--- config.mk ---
export PLATFORM = sky130hd
export DESIGN_NAME = logit_q5_solver_flat
export DESIGN_NICKNAME = d
export VERILOG_FILES = /design/src/rtl/nn_fixed_pkg.sv /design/src/rtl/logit_q5_solver_if.sv /design/src/rtl/sigmoid_q5_rom.sv /design/src/rtl/logit_q5_solver.sv /design/src/flat_wrapper.sv
export SDC_FILE = /design/constraint.sdc
export NUM_CORES = 1
export LEC_CHECK = 0
export CAP_MARGIN = 20
export CORE_MARGIN = 5
export CORE_UTILIZATION = 58
export DETAILED_ROUTE_END_ITERATION = 16
export PLACE_DENSITY = 0.8
export SYNTH_ARGS = -nofsm -noshare
export SYNTH_HDL_FRONTEND = slang
export SYNTH_SLANG_ARGS = --single-unit
export TNS_END_PERCENT = 100
--- constraint.sdc ---
create_clock -name clk -period 20.3 [get_ports clk]
set_input_delay 4.06 -clock clk [delete_from_list [all_inputs] [get_ports clk]]
set_output_delay 4.06 -clock clk [all_outputs]
set_load 0.03 [all_outputs]
--- src/rtl/nn_fixed_pkg.sv ---
// Shared fixed-point definitions for the activation stage and its inverse solver.
// Q.5 constants, solver states and the sigmoid step thresholds.
package nn_fixed_pkg;

   localparam logic [7:0]        Q5_ONE    = 8'h20;
   localparam logic [7:0]        Q5_HALF   = 8'h10;
   localparam logic signed [8:0] X_MIN     = -9'sd128;
   localparam logic signed [8:0] X_MAX_SAT = 9'sd128;

   typedef enum logic [1:0] {IDLE, SEARCH, DONE} state_t;

   // Entry k-1 is the smallest Q2.5 input whose truncated Q.5 sigmoid reaches k.
   localparam logic signed [7:0] SIG_THRESH [31] = '{
      -8'sd109, -8'sd86, -8'sd72, -8'sd62, -8'sd53, -8'sd46, -8'sd40, -8'sd35,
      -8'sd30,  -8'sd25, -8'sd20, -8'sd16, -8'sd12, -8'sd8,  -8'sd4,  8'sd0,
      8'sd5,    8'sd9,   8'sd13,  8'sd17,  8'sd21,  8'sd26,  8'sd31,  8'sd36,
      8'sd41,   8'sd47,  8'sd54,  8'sd63,  8'sd73,  8'sd87,  8'sd110
   };

endpackage

--- src/rtl/logit_q5_solver_if.sv ---
// Request/response handshake bundle for the logit solver.
interface logit_q5_solver_if #(
   parameter int OUT_W = 16
);
   logic             in_valid;
   logic             in_ready;
   logic [7:0]       y_in;
   logic             out_valid;
   logic             out_ready;
   logic [OUT_W-1:0] x_out;
   logic             sat;

   modport master (
      output in_valid, y_in, out_ready,
      input  in_ready, out_valid, x_out, sat
   );

   modport slave (
      input  in_valid, y_in, out_ready,
      output in_ready, out_valid, x_out, sat
   );
endinterface

--- src/rtl/sigmoid_q5_rom.sv ---
// Forward sigmoid table: signed Q2.5 in, unsigned Q.5 out (truncated).
// The output is the number of step thresholds the input has reached, so it is monotonic.
module sigmoid_q5_rom
   import nn_fixed_pkg::*;
(
   input  logic signed [7:0] x,
   output logic [7:0]        f
);

   always_comb begin
      f = '0;
      for (int k = 0; k < 31; k++) begin
         if (x >= SIG_THRESH[k]) begin
            f = f + 8'd1;
         end
      end
   end

endmodule

--- src/rtl/logit_q5_solver.sv ---
// Inverse sigmoid: binary-searches the forward table for the smallest x with sig(x) >= y.
// One request in flight; eight search steps per unsaturated request.
module logit_q5_solver
   import nn_fixed_pkg::*;
#(
   parameter int OUT_W     = 16,
   parameter int FRAC_BITS = 5
) (
   input logic               clk,
   input logic               rst,
   logit_q5_solver_if.slave  bus
);

   if (OUT_W < 9 || FRAC_BITS != 5) begin : g_param_check
      $error("logit_q5_solver: OUT_W must be >= 9 and FRAC_BITS must be 5");
   end

   state_t            state_q, state_d;
   logic [7:0]        y_q, y_d;
   logic [8:0]        lo_q, lo_d;
   logic [8:0]        hi_q, hi_d;
   logic [2:0]        cnt_q, cnt_d;
   logic signed [8:0] x_q, x_d;
   logic              sat_q, sat_d;

   logic [8:0]        mid;
   logic signed [7:0] rom_x;
   logic [7:0]        f;

   // lo and hi are offset indices (x + 128), so flipping the MSB recovers the signed input.
   assign mid   = 9'(({1'b0, lo_q} + {1'b0, hi_q}) >> 1);
   assign rom_x = mid[7:0] ^ 8'h80;

   sigmoid_q5_rom u_rom (
      .x (rom_x),
      .f (f)
   );

   always_ff @(posedge clk) begin
      if (rst) begin
         state_q <= IDLE;
         y_q     <= '0;
         lo_q    <= '0;
         hi_q    <= '0;
         cnt_q   <= '0;
         x_q     <= '0;
         sat_q   <= 1'b0;
      end else begin
         state_q <= state_d;
         y_q     <= y_d;
         lo_q    <= lo_d;
         hi_q    <= hi_d;
         cnt_q   <= cnt_d;
         x_q     <= x_d;
         sat_q   <= sat_d;
      end
   end

   always_comb begin
      state_d = state_q;
      y_d     = y_q;
      lo_d    = lo_q;
      hi_d    = hi_q;
      cnt_d   = cnt_q;
      x_d     = x_q;
      sat_d   = sat_q;

      case (state_q)
         IDLE: begin
            if (bus.in_valid) begin
               y_d = bus.y_in;
               if (bus.y_in == 8'h00) begin
                  x_d     = X_MIN;
                  sat_d   = 1'b1;
                  state_d = DONE;
               end else if (bus.y_in >= Q5_ONE) begin
                  x_d     = X_MAX_SAT;
                  sat_d   = 1'b1;
                  state_d = DONE;
               end else begin
                  lo_d    = 9'd0;
                  hi_d    = 9'd255;
                  cnt_d   = 3'd0;
                  state_d = SEARCH;
               end
            end
         end

         SEARCH: begin
            if (f >= y_q) begin
               hi_d = mid;
            end else begin
               lo_d = mid + 9'd1;
            end
            cnt_d = cnt_q + 3'd1;
            // The interval has shrunk to a single index after the eighth step.
            if (cnt_q == 3'd7) begin
               x_d     = lo_d - 9'd128;
               sat_d   = 1'b0;
               state_d = DONE;
            end
         end

         DONE: begin
            if (bus.out_ready) begin
               state_d = IDLE;
            end
         end

         default: begin
            state_d = IDLE;
         end
      endcase
   end

   assign bus.in_ready  = (state_q == IDLE);
   assign bus.out_valid = (state_q == DONE);
   assign bus.x_out     = OUT_W'(x_q);
   assign bus.sat       = sat_q;

endmodule

--- src/flat_wrapper.sv ---
// flat-port wrapper written by rule: the top's interface ports become plain ports
module logit_q5_solver_flat import nn_fixed_pkg::*;
#(
   parameter int OUT_W     = 16,
   parameter int FRAC_BITS = 5
)
  (clk, rst, bus_in_valid, bus_y_in, bus_out_ready, bus_in_ready, bus_out_valid, bus_x_out, bus_sat);
  logit_q5_solver_if #(.OUT_W(OUT_W)) bus_i ();
  input logic clk;
  input logic rst;
  input wire logic [$bits(bus_i.in_valid)-1:0] bus_in_valid;
  input wire logic [$bits(bus_i.y_in)-1:0] bus_y_in;
  input wire logic [$bits(bus_i.out_ready)-1:0] bus_out_ready;
  output wire logic [$bits(bus_i.in_ready)-1:0] bus_in_ready;
  output wire logic [$bits(bus_i.out_valid)-1:0] bus_out_valid;
  output wire logic [$bits(bus_i.x_out)-1:0] bus_x_out;
  output wire logic [$bits(bus_i.sat)-1:0] bus_sat;
  assign bus_i.in_valid = bus_in_valid;
  assign bus_i.y_in = bus_y_in;
  assign bus_i.out_ready = bus_out_ready;
  assign bus_in_ready = bus_i.in_ready;
  assign bus_out_valid = bus_i.out_valid;
  assign bus_x_out = bus_i.x_out;
  assign bus_sat = bus_i.sat;
  logit_q5_solver #(.OUT_W(OUT_W), .FRAC_BITS(FRAC_BITS)) u_core (.clk(clk), .rst(rst), .bus(bus_i));
endmodule
==> results of run 1 <==
==> final timing paths <==
path                                             startpoint                         end  slack [ns]  cells after the start
worst min register to register   u_core.y_q[7]$_SDFFE_PP0P_  u_core.y_q[7]$_SDFFE_PP0P_        0.46                      2
worst min-delay path             u_core.y_q[7]$_SDFFE_PP0P_  u_core.y_q[7]$_SDFFE_PP0P_        0.46                      2
worst max register to register  u_core.hi_q[0]$_SDFFE_PP0P_  u_core.x_q[8]$_SDFFE_PP0P_        0.47                    115
worst max-delay path            u_core.hi_q[0]$_SDFFE_PP0P_  u_core.x_q[8]$_SDFFE_PP0P_        0.47                    115
==> power by group through the flow <==
| stage | logic (uW) | clock network [uW] | registers (uW) |
|---|---|---|---|
| CTS | 147 | 79.9 | 85.6 |
| detailed placement | 137 | 0 | 87.3 |
| global placement | 136 | 0 | 87.1 |
| finish | 183 | 79.2 | 86.0 |
| global route | 200 | 83.8 | 86.3 |
| floorplan | 104 | 0 | 87.7 |
==> cell usage in the layout, fill, tap and decap left out, types with 6 or more instances in the layout <==
master	synthesis	final
nand2b_1	19	18
clkdlybuf4s50_1	0	30
o211ai_1	6	6
inv_1	25	24
mux2i_1	12	9
and3_1	10	8
nand3_1	26	26
xor2_1	35	35
nor2b_1	16	14
a311oi_2	0	6
buf_4	8	71
ha_1	52	41
and2_1	8	8
o22ai_1	9	9
ha_4	0	11
nor3b_1	6	6
o21ai_1	3	9
o21ai_2	2	7
nand2_1	118	111
nor2_2	0	7
or2_2	8	8
o21a_1	9	8
nand4_1	6	6
nor2_1	110	99
nor3_1	30	30
xnor2_1	66	64
xnor3_1	12	12
dfxtp_1	41	40
nand2_2	0	7
a211oi_1	9	8
a21oi_1	81	76
a31oi_1	12	10
o21ai_0	42	31
xnor2_2	17	18
or3_1	7	7
mux2_2	9	8
==> worst max-delay path, delay by kind of cell (launching register included) <==
kind / cells / cell delay [ns]
buffers and inverters: 6 / 0.68
AOI/OAI and AO/OA: 28 / 4.26
muxes: 7 / 1.65
adders and majority gates: 31 / 8.59
DFF: 1 / 0.34
xor gates and xnor gates: 2 / 0.33
and+or+nand+nor: 41 / 3.83
==> what timing repair did <==
item / CTS / global route
pin swaps: 17 / 43
setup buffers: 16 / 19
resized for setup: 22 / 80
setup endpoints to repair: 27 / 27
gates cloned: 0 / 2
==> per-stage QoR <==
stage | utilization (%) | setup WS [ns] | instances
2_1_floorplan | - | 0.01100 | 992
3_3_place_gp | 64.66 | -0.2418 | 1188
3_5_place_dp | 64.66 | -0.5168 | 1188
4_1_cts | 67.60 | 0.03517 | 1211
6_report | 71.91 | 0.4682 | 1232
5_1_grt | 71.91 | -0.5969 | 1232
==> cell usage after synthesis, types with 6 or more instances <==
master,instances,area share [%]
a211oi_1,9,0.89
a21oi_1,81,5.4
a311oi_1,11,1.3
a31oi_1,12,0.99
and2_1,8,0.66
and3_1,10,0.83
buf_2,11,0.73
buf_4,8,0.80
clkbuf_1,23,1.1
dfxtp_1,41,11
ha_1,52,8.6
inv_1,25,1.2
mux2_2,9,1.3
mux2i_1,12,1.6
nand2_1,118,5.9
nand2b_1,19,1.6
nand3_1,26,1.7
nand4_1,6,0.50
nor2_1,110,5.5
nor2b_1,16,1.3
nor3_1,30,2.0
nor3b_1,6,0.60
nor4_1,6,0.50
o211ai_1,6,0.60
o21a_1,9,0.89
o21ai_0,42,2.8
o22ai_1,9,0.75
o31ai_1,6,0.60
or2_2,8,0.66
or3_1,7,0.58
xnor2_1,66,7.7
xnor2_2,17,3.7
xnor3_1,12,3.6
xor2_1,35,4.1
==> cell families after synthesis <==
family,synth area share [%]
and+or+nand+nor,26.82
AOI/OAI and AO/OA,23.39
xor gates and xnor gates,22.48
buffers and inverters,4.307
adders and majority gates,9.011
DFF,10.87
muxes,3.131
==> final cells by class <==
type / instances / area, um2
Multi-Input combinational cell: 878 / 6905
Tap cell: 172 / 215.2
Fill cell: 1011 / 3560
Timing Repair Buffer: 108 / 924.6
Sequential cell: 41 / 822.0
Clock inverter: 1 / 7.507
Clock buffer: 6 / 138.9
Inverter: 26 / 97.59
==> registers in the layout, summed over array words and instances, names as in the netlist <==
signal / cells
u_core.bus.sat: 1
u_core.cnt_q: 3
u_core.hi_q: 9
u_core.lo_q: 9
u_core.state_q: 2
u_core.x_q: 9
u_core.y_q: 8
==> routing by layer <==
metal	part of all wire, %	GRT usage (%)	vias to the layer above
met4	1.9	6.913	0
met1	44	31.91	3524
met3	4.1	1.589	36
met2	50	43.78	215
li1	-	-	3711
met5	0	0	-
==> flow_summary.json, run 1 <==
{
  "power_frac_comb_pct": 52.6,
  "max-slew-margin-rel_pct": 25.70,
  "status": "finished clean",
  "ctsHoldBuffers": 0,
  "area_growth_pct": 20.62,
  "drive_gt1_share_pct": 22.26,
  "initial_core_util_pct": 59.61,
  "crit_type": "register to register",
  "die-area_um2": 15410,
  "dieHeight_um": 124.1,
  "cts_buffers": 5,
  "worst_path_max_delay_cell": "o31a_2",
  "clock_latency_ns": 0.29,
  "total_power_uw": 348.6,
  "p_switching_uw": 135.8,
  "grt_antenna_before_repair": 0,
  "finalNetCount": 1125,
  "tns_ns": 0,
  "ys_seq_area_share_pct": 10.87,
  "ant_nets": 0,
  "clkSinkCount": 41,
  "netlist-cell-type-count": 106,
  "rows": 41,
  "wire_per_inst_um": 16.12,
  "worst_path_largest_cell_delay_ns": 0.35,
  "die_w_um": 124.1,
  "root_buffer": "clkbuf_16",
  "hpwl_mm": 14.23,
  "seqPwrFrac_pct": 24.7,
  "via_per_inst": 6.076,
  "worst_path_most_repeated_cell": "ha_1",
  "tritoncts": "built",
  "ir_worst_vdd_mv": 0.07294,
  "internal_power_uw": 212.8,
  "synth.net_count": 1057,
  "final_area_um2": 9111,
  "layout_min_cycle_time_ns": 19.83,
  "cp.arrival_ns": 19.98,
  "core_area_um2": 12670,
  "slew_violations": 0,
  "p_clk_share_pct": 22.7,
  "cp-end-kind": "register",
  "placed_area_um2": 8193,
  "cap_violations": 0,
  "max_freq_mhz": 50.42,
  "critPathRequiredTime_ns": 20.45,
  "grt_pass1_wl_mm": 32.02,
  "vias": 7486,
  "dr.pass1.iters": 5,
  "clk_pin_slew_worst_paths_ns": 0.06,
  "portBuffers": 30,
  "drt-initial-drc-count": 427,
  "ys_ff_latch": 41,
  "gp_congestion": 0.9564,
  "hold_ws_ns": 0.4583,
  "drc": 0,
  "rsz0062_at_grt": "yes",
  "diodes": 0,
  "p_per_area_nw_per_um2": 38.26,
  "syn_inst": 992,
  "grt_pass1_vias": 7005,
  "gr-total-overflow": 0,
  "leakage_uw": 0.003599,
  "drt_wl_total_mm": 19.86,
  "swShare_pct": 38.95,
  "final_hold_viol_count": 0,
  "synthArstFlopShare_pct": 0,
  "track_usage_pct": 24.55,
  "synthFlopType": "dfxtp_1",
  "synth_edf_count": 0,
  "min_path_type": "register to register",
  "period_share_pct": 97.69,
  "tightest_slew_ns": 1.112,
  "h-tree-depth": 2,
  "io_pins": 31,
  "startpoint_type": "register",
  "grt_max_degree": 28,
  "syn_area_um2": 7553,
  "skew_ns": 0.008393,
  "avgSynthCellArea_um2": 7.614,
  "setup_viol_count_final": 0,
  "ys_warn_count": 0,
  "clockBufferDepth": 2,
  "cp_max_fo": 5
}
Note: power is estimated with default switching activity, not from simulation.
==> run 2: changes to the inputs <==
==> constraint.sdc (replaced) <==
create_clock -name clk -period 20.3 [get_ports clk]
set_input_delay 4.06 -clock clk [delete_from_list [all_inputs] [get_ports clk]]
set_output_delay 4.06 -clock clk [all_outputs]
set_load 0.005 [all_outputs]
==> results of run 2 <==
The final DEF is identical to that of run 1. Status: finished clean.
Main changes from that run: total power 348.6 uW -> 346.6 uW; worst IR drop on VDD 0.07294 mV -> 0.07284 mV
